**src/rtl/alu_pkg.sv**
```systemverilog
// Shared ALU issue types: ALUOp codes, RV32 opcode and funct7 constants, base funct3 map.
package alu_pkg;

  typedef enum logic [3:0] {
    ALU_ADD  = 4'b0000,
    ALU_SLL  = 4'b0001,
    ALU_SLT  = 4'b0010,
    ALU_SLTU = 4'b0011,
    ALU_XOR  = 4'b0100,
    ALU_SRL  = 4'b0101,
    ALU_OR   = 4'b0110,
    ALU_AND  = 4'b0111,
    ALU_SUB  = 4'b1000,
    ALU_SRA  = 4'b1101,
    ALU_MUL  = 4'b1110
  } alu_op_e;

  localparam logic [6:0] OPC_OP     = 7'b0110011;
  localparam logic [6:0] OPC_OP_IMM = 7'b0010011;
  localparam logic [6:0] OPC_LUI    = 7'b0110111;
  localparam logic [6:0] OPC_AUIPC  = 7'b0010111;
  localparam logic [6:0] OPC_LOAD   = 7'b0000011;
  localparam logic [6:0] OPC_STORE  = 7'b0100011;

  localparam logic [6:0] F7_BASE   = 7'b0000000;
  localparam logic [6:0] F7_ALT    = 7'b0100000;
  localparam logic [6:0] F7_MULDIV = 7'b0000001;

  // funct3 -> op with funct7 at its base value; SUB/SRA/MUL are patched in by the decoder.
  function automatic alu_op_e f3_to_op(input logic [2:0] f3);
    alu_op_e op;
    case (f3)
      3'b000:  op = ALU_ADD;
      3'b001:  op = ALU_SLL;
      3'b010:  op = ALU_SLT;
      3'b011:  op = ALU_SLTU;
      3'b100:  op = ALU_XOR;
      3'b101:  op = ALU_SRL;
      3'b110:  op = ALU_OR;
      default: op = ALU_AND;
    endcase
    return op;
  endfunction

endpackage

```
**src/rtl/alu_op_decode.sv**
```systemverilog
// Combinational decode of RV32 instruction fields into ALU operands and ALUOp.
// Build macro ALU_ISSUE_MUL_EN enables the OP funct7=0000001 funct3=000 MUL encoding.
module alu_op_decode
  import alu_pkg::*;
#(
  parameter int XLEN = 32
) (
  input  logic [6:0]      opcode,
  input  logic [2:0]      funct3,
  input  logic [6:0]      funct7,
  input  logic [XLEN-1:0] rs1,
  input  logic [XLEN-1:0] rs2,
  input  logic [XLEN-1:0] imm,
  input  logic [XLEN-1:0] pc,
  output logic [XLEN-1:0] a,
  output logic [XLEN-1:0] b,
  output logic [3:0]      aluop,
  output logic            illegal
);

  alu_op_e op;

  always_comb begin
    op      = ALU_ADD;
    a       = '0;
    b       = '0;
    illegal = 1'b0;
    case (opcode)
      OPC_OP: begin
        a  = rs1;
        b  = rs2;
        op = f3_to_op(funct3);
        if (funct7 == F7_ALT && funct3 == 3'b000) op = ALU_SUB;
        else if (funct7 == F7_ALT && funct3 == 3'b101) op = ALU_SRA;
`ifdef ALU_ISSUE_MUL_EN
        else if (funct7 == F7_MULDIV && funct3 == 3'b000) op = ALU_MUL;
`else
`endif
        else if (funct7 != F7_BASE) illegal = 1'b1;
      end
      OPC_OP_IMM: begin
        // funct7 only carries meaning for the shifts; elsewhere it is immediate bits.
        a  = rs1;
        b  = imm;
        op = f3_to_op(funct3);
        if (funct3 == 3'b001 && funct7 != F7_BASE) illegal = 1'b1;
        else if (funct3 == 3'b101 && funct7 == F7_ALT) op = ALU_SRA;
        else if (funct3 == 3'b101 && funct7 != F7_BASE) illegal = 1'b1;
      end
      OPC_LUI: begin
        b = imm;
      end
      OPC_AUIPC: begin
        a = pc;
        b = imm;
      end
      OPC_LOAD, OPC_STORE: begin
        a = rs1;
        b = imm;
      end
      default: illegal = 1'b1;
    endcase
    if (illegal) begin
      op = ALU_ADD;
      a  = '0;
      b  = '0;
    end
  end

  assign aluop = op;

endmodule

```
**src/rtl/alu_op_issuer.sv**
```systemverilog
// ALU operand/opcode issuer: decode, 2-entry skid buffer and saturating illegal counter.
// Build macro ALU_ISSUE_MUL_EN (see alu_op_decode) adds the MUL encoding.
//
// Handshake: a beat moves on a side when valid && ready are both high at the rising edge;
// out_* are registered and held while out_valid && !out_ready; in_ready depends only on
// the registered buffer state (never on out_ready) and producers must not rely on it combinationally.
module alu_op_issuer
  import alu_pkg::*;
#(
  parameter int XLEN  = 32,
  parameter int CNT_W = 16
) (
  input  logic             clk,
  input  logic             rst_n,
  input  logic             flush,
  input  logic             in_valid,
  output logic             in_ready,
  input  logic [6:0]       in_opcode,
  input  logic [2:0]       in_funct3,
  input  logic [6:0]       in_funct7,
  input  logic [XLEN-1:0]  in_rs1,
  input  logic [XLEN-1:0]  in_rs2,
  input  logic [XLEN-1:0]  in_imm,
  input  logic [XLEN-1:0]  in_pc,
  output logic             out_valid,
  input  logic             out_ready,
  output logic [XLEN-1:0]  out_a,
  output logic [XLEN-1:0]  out_b,
  output logic [3:0]       out_aluop,
  output logic             out_illegal,
  output logic [CNT_W-1:0] illegal_cnt,
  output logic [1:0]       dbg_state
);

  localparam logic [1:0] ST_EMPTY = 2'b00;
  localparam logic [1:0] ST_ONE   = 2'b01;
  localparam logic [1:0] ST_FULL  = 2'b10;

  logic [1:0]       state_q, state_d;
  logic [XLEN-1:0]  head_a_q, head_b_q, tail_a_q, tail_b_q;
  logic [3:0]       head_op_q, tail_op_q;
  logic             head_ill_q, tail_ill_q;
  logic [CNT_W-1:0] cnt_q, cnt_d;

  logic [XLEN-1:0]  dec_a, dec_b;
  logic [3:0]       dec_op;
  logic             dec_ill;
  logic             push, pop, load_head, load_tail, shift_tail;

  alu_op_decode #(.XLEN(XLEN)) u_decode (
    .opcode  (in_opcode),
    .funct3  (in_funct3),
    .funct7  (in_funct7),
    .rs1     (in_rs1),
    .rs2     (in_rs2),
    .imm     (in_imm),
    .pc      (in_pc),
    .a       (dec_a),
    .b       (dec_b),
    .aluop   (dec_op),
    .illegal (dec_ill)
  );

  assign in_ready  = (state_q != ST_FULL);
  assign out_valid = (state_q != ST_EMPTY);
  assign push      = in_valid && in_ready;
  assign pop       = out_valid && out_ready;

  always_comb begin
    state_d    = state_q;
    load_head  = 1'b0;
    load_tail  = 1'b0;
    shift_tail = 1'b0;
    case (state_q)
      ST_EMPTY: if (push) begin
        load_head = 1'b1;
        state_d   = ST_ONE;
      end
      ST_ONE: begin
        if (push && pop) load_head = 1'b1;
        else if (push) begin
          load_tail = 1'b1;
          state_d   = ST_FULL;
        end else if (pop) state_d = ST_EMPTY;
      end
      ST_FULL: if (pop) begin
        shift_tail = 1'b1;
        state_d    = ST_ONE;
      end
      default: state_d = ST_EMPTY;
    endcase
    if (flush) state_d = ST_EMPTY;
  end

  // The counter sees every accepted illegal entry, even one a same-cycle flush discards.
  always_comb begin
    cnt_d = cnt_q;
    if (push && dec_ill && (cnt_q != {CNT_W{1'b1}})) cnt_d = cnt_q + 1'b1;
  end

  always_ff @(posedge clk or negedge rst_n) begin
    if (!rst_n) begin
      state_q    <= ST_EMPTY;
      head_a_q   <= '0;
      head_b_q   <= '0;
      head_op_q  <= '0;
      head_ill_q <= 1'b0;
      tail_a_q   <= '0;
      tail_b_q   <= '0;
      tail_op_q  <= '0;
      tail_ill_q <= 1'b0;
      cnt_q      <= '0;
    end else begin
      state_q <= state_d;
      cnt_q   <= cnt_d;
      if (load_head) begin
        head_a_q   <= dec_a;
        head_b_q   <= dec_b;
        head_op_q  <= dec_op;
        head_ill_q <= dec_ill;
      end else if (shift_tail) begin
        head_a_q   <= tail_a_q;
        head_b_q   <= tail_b_q;
        head_op_q  <= tail_op_q;
        head_ill_q <= tail_ill_q;
      end
      if (load_tail) begin
        tail_a_q   <= dec_a;
        tail_b_q   <= dec_b;
        tail_op_q  <= dec_op;
        tail_ill_q <= dec_ill;
      end
    end
  end

  assign out_a       = head_a_q;
  assign out_b       = head_b_q;
  assign out_aluop   = head_op_q;
  assign out_illegal = head_ill_q;
  assign illegal_cnt = cnt_q;
  assign dbg_state   = state_q;

endmodule

```
**config.mk**
```make
export PLATFORM = sky130hd
export DESIGN_NAME = alu_op_issuer
export DESIGN_NICKNAME = d
export VERILOG_FILES = /design/src/rtl/alu_pkg.sv /design/src/rtl/alu_op_decode.sv /design/src/rtl/alu_op_issuer.sv
export SDC_FILE = /design/constraint.sdc
export NUM_CORES = 1
export LEC_CHECK = 0
export CORE_ASPECT_RATIO = 0.7
export CORE_MARGIN = 2
export CORE_UTILIZATION = 53
export CTS_CLUSTER_DIAMETER = 50
export DETAILED_ROUTE_END_ITERATION = 16
export DONT_BUFFER_PORTS = 1
export HOLD_SLACK_MARGIN = 0.05
export PLACE_DENSITY = 0.69
export REMOVE_ABC_BUFFERS = 1
export SKIP_LAST_GASP = 1
export SYNTH_ARGS = -nofsm -noshare
export SYNTH_HDL_FRONTEND = slang
export SYNTH_SLANG_ARGS = --single-unit
```
**constraint.sdc**
```tcl
create_clock -name clk -period 2.2 [get_ports clk]
set_input_delay 0.44 -clock clk [delete_from_list [all_inputs] [get_ports clk]]
set_output_delay 0.44 -clock clk [all_outputs]
set_load 0.005 [all_outputs]
```
==> impl_metrics.py <==
metrics = {
    "timing": {
        "worstMarginPinSlew_ps": 891,
        "hold_slack_ps": -285,
        "setup_viol": 0,
        "fin_skew_ps": 11.4,
        "min_period_ps": 2060,
        "relSlewSlack_pct": 40.6,
        "hold_violations": 156,
        "drv_slew": 0,
        "rsz0062_at_grt": "no",
        "fmax_mhz": 486,
        "period_share_pct": 93.6,
    },
    "layout": {
        "fin_cells": 915,
        "multi_input_area_sq_um": 3320,
        "layout.nets": 864,
        "final-seq-area_sq_um": 3900,
        "fillCellCount": 1154,
        "design_area_sq_um": 8370,
        "drive_gt1_share_pct": 17.8,
        "area_growth_pct": 11.7,
        "utilization_pct": 60.3,
    },
    "place": {
        "io_buffers": 0,
        "hpwl_microns": 12300,
        "place_inst": 884,
        "placed_cell_area_sq_um": 7720,
        "place_congestion": 0.829,
    },
    "floorplanning": {
        "num_rows": 36,
        "die_area_sq_um": 15100,
        "die_w_microns": 146,
        "coreArea_sq_um": 13900,
        "ios": 239,
        "initial_utilization_pct": 54.0,
        "die_y_microns": 103,
    },
    "routing": {
        "routedWlPerCell_microns": 20.3,
        "drtIter0Drc": 267,
        "drc": 0,
        "vias": 5603,
        "drt_pass1_iterations": 5,
        "viasPerCell": 6.12,
        "wl_microns": 18600,
        "antenna_left": 0,
    },
    "global_route": {
        "antenna_found_initial": 1,
        "grt_remaining_overflow": 0,
        "grt_pass1_vias": 5443,
        "grt_pass1_wl_microns": 29300,
        "grt_max_degree": 157,
        "grt_usage_pct": 24.7,
    },
    "clock_network": {
        "cts_tree": "built",
        "path_clk_slew_ps": 60,
        "cts_post_setup_buffers_inserted": 0,
        "cts-buffers-inserted": 17,
        "cts.htree.levels": 4,
        "clk_path_buf_depth": 2,
        "cts.sinks": 156,
        "cts_root_buffer": "clkbuf_16",
        "cts_resized": 0,
        "clk_latency_ps": 410,
    },
    "yosys": {
        "synth_cell_types": 35,
        "synth_top_area_share_pct": 52.1,
        "synth_ff_type": "dfrtp_1",
        "synthCells": 727,
        "avgSynthCellArea_sq_um": 10.3,
        "ys_seq_area_share_pct": 52.1,
        "synth_edf_count": 0,
        "synth_most_common_cell": "dfrtp_1",
        "yosysTopAreaCell": "dfrtp_1",
        "synthesis.area_sq_um": 7490,
        "yosysWarnings": 0,
        "ys_seq_elements": 156,
        "synthTopCellsByCount": "156 x dfrtp_1, 94 x nand2_1, 70 x a21oi_1, 69 x a22oi_1, 64 x o31ai_2",
        "synth_area_leaders": "dfrtp_1 52%, o31ai_2 11%, a22oi_1 6.9%",
        "async_reset_ff_share_pct": 100,
    },
    "worst_setup_path": {
        "critPathArrivalTime_ps": 2350,
        "required_ps": 2490,
        "r2r_cells": 6,
        "worst_setup_path_start_kind": "flop",
        "cp-startpoint": "illegal_cnt[6]",
        "cp-end-kind": "flop",
        "r2r_start": "illegal_cnt[6]",
        "timing.rr.end": "illegal_cnt[1]",
        "path_class": "flop to flop",
        "worstPathMaxFanout": 10,
        "reg2reg_setup_slack_ps": 140,
    },
    "status": {
        "violations": "negative hold slack",
        "outcome": "finished with violations",
    },
    "power": {
        "power_leakage_nw": 3.60,
        "irDropWorstVdd_v": 0.000531,
        "power.density_nw_per_um2": 831,
    },
    "run": {
        "cap_viol_max_count": 0,
    },
    "hold_path": {
        "hp-class": "input port to asynchronous set/reset pin",
    },
}
final cells by class:
type / count / share of cell area, %
repair buffers: 27 / 3.02
multi-input cells: 509 / 39.7
well taps: 190 / 2.84
inverters: 2 / 0.0897
clock buffers: 22 / 5.67
clock inverters: 7 / 1.94
diodes: 2 / 0.0598
flip-flops and latches: 156 / 46.7
cell usage in the layout (no fill, tap or decap), types with 2 or more instances in the layout:
cell,n
dfrtp_1,156
nand2_1,92
a21oi_1,70
a22oi_1,69
o31ai_2,64
o21ai_0,59
nor2b_1,35
and3_1,35
buf_4,23
clkbuf_16,17
nor2_1,12
o21ai_1,12
xor2_1,9
nand3_1,9
xnor2_1,7
nor3_1,6
nand2b_1,5
bufinv_16,5
buf_12,4
nand4_1,3
o31ai_1,3
clkbuf_8,3
diode_2,2
inv_1,2
nor2_4,2
clkbuf_1,2
worst max-delay path: stages, from the launching register on:
cell and delay [ps]:
dfrtp_1 450, nand4_1 170, nor3_1 370, a41oi_1 250, o31ai_1 120, buf_4 210, mux2_2 350
registers in the layout, indices dropped and copies added, names as in the netlist:
name,count
out_a,32
tail_ill_q,1
out_illegal,1
tail_b_q,32
dbg_state,2
tail_a_q,32
tail_op_q,4
illegal_cnt,16
out_aluop,4
out_b,32
stage by stage:
step	setup slack [ps]	TNS, ps	hold WS (ps)	power, mW
after global placement	-57.2	-3130	148	3.75
final	141	0	-285	6.95
after detailed placement	-118	-4650	146	3.79
after CTS	185	0	-307	7.01
after floorplan	-3170	-356390	144	3.54
after global routing	46.3	0	-311	7.21
power by group:
| part | total [mW] | internal, mW | switching, mW | leakage (nW) |
|---|---|---|---|---|
| registers | 3.11 | 2.99 | 0.117 | 2.15 |
| clock network | 3.20 | 2.08 | 1.11 | 0.308 |
| logic | 0.648 | 0.259 | 0.389 | 1.14 |
| total | 6.95 | 5.33 | 1.62 | 3.60 |
worst max-delay path by stage:
stage	cells after the start	end
after floorplan	5	out_a[22]
after global placement	6	tail_b_q[24]
after detailed placement	6	tail_b_q[2]
after CTS	6	illegal_cnt[1]
after global routing	6	illegal_cnt[1]
final	6	illegal_cnt[1]
routing by layer:
metal | up-vias | share of wire [%] | routed length (microns) | global-route usage [%]
met3 | 24 | 8.2 | 1510 | 8.68
met1 | 2768 | 43 | 8020 | 32.0
met5 | - | 0 | 0 | 0
met2 | 204 | 47 | 8710 | 38.5
met4 | 0 | 1.7 | 313 | 10.2
li1 | 2607 | - | - | -
cell families (layout without fill, tap and decap cells):
logic type,count (synthesis),in the layout,synth area share (%)
buffers and inverters,62,58,3.98
AO/OA/AOI/OAI,279,279,27.6
adder cells (fa/ha/maj),1,1,0.167
AND/OR/NAND/NOR,212,212,14.2
multiplexers,1,1,0.150
other,0,2,0
flip-flops,156,156,52.1
XOR/XNOR,16,16,1.87
Note: power is estimated with default switching activity, not from simulation.
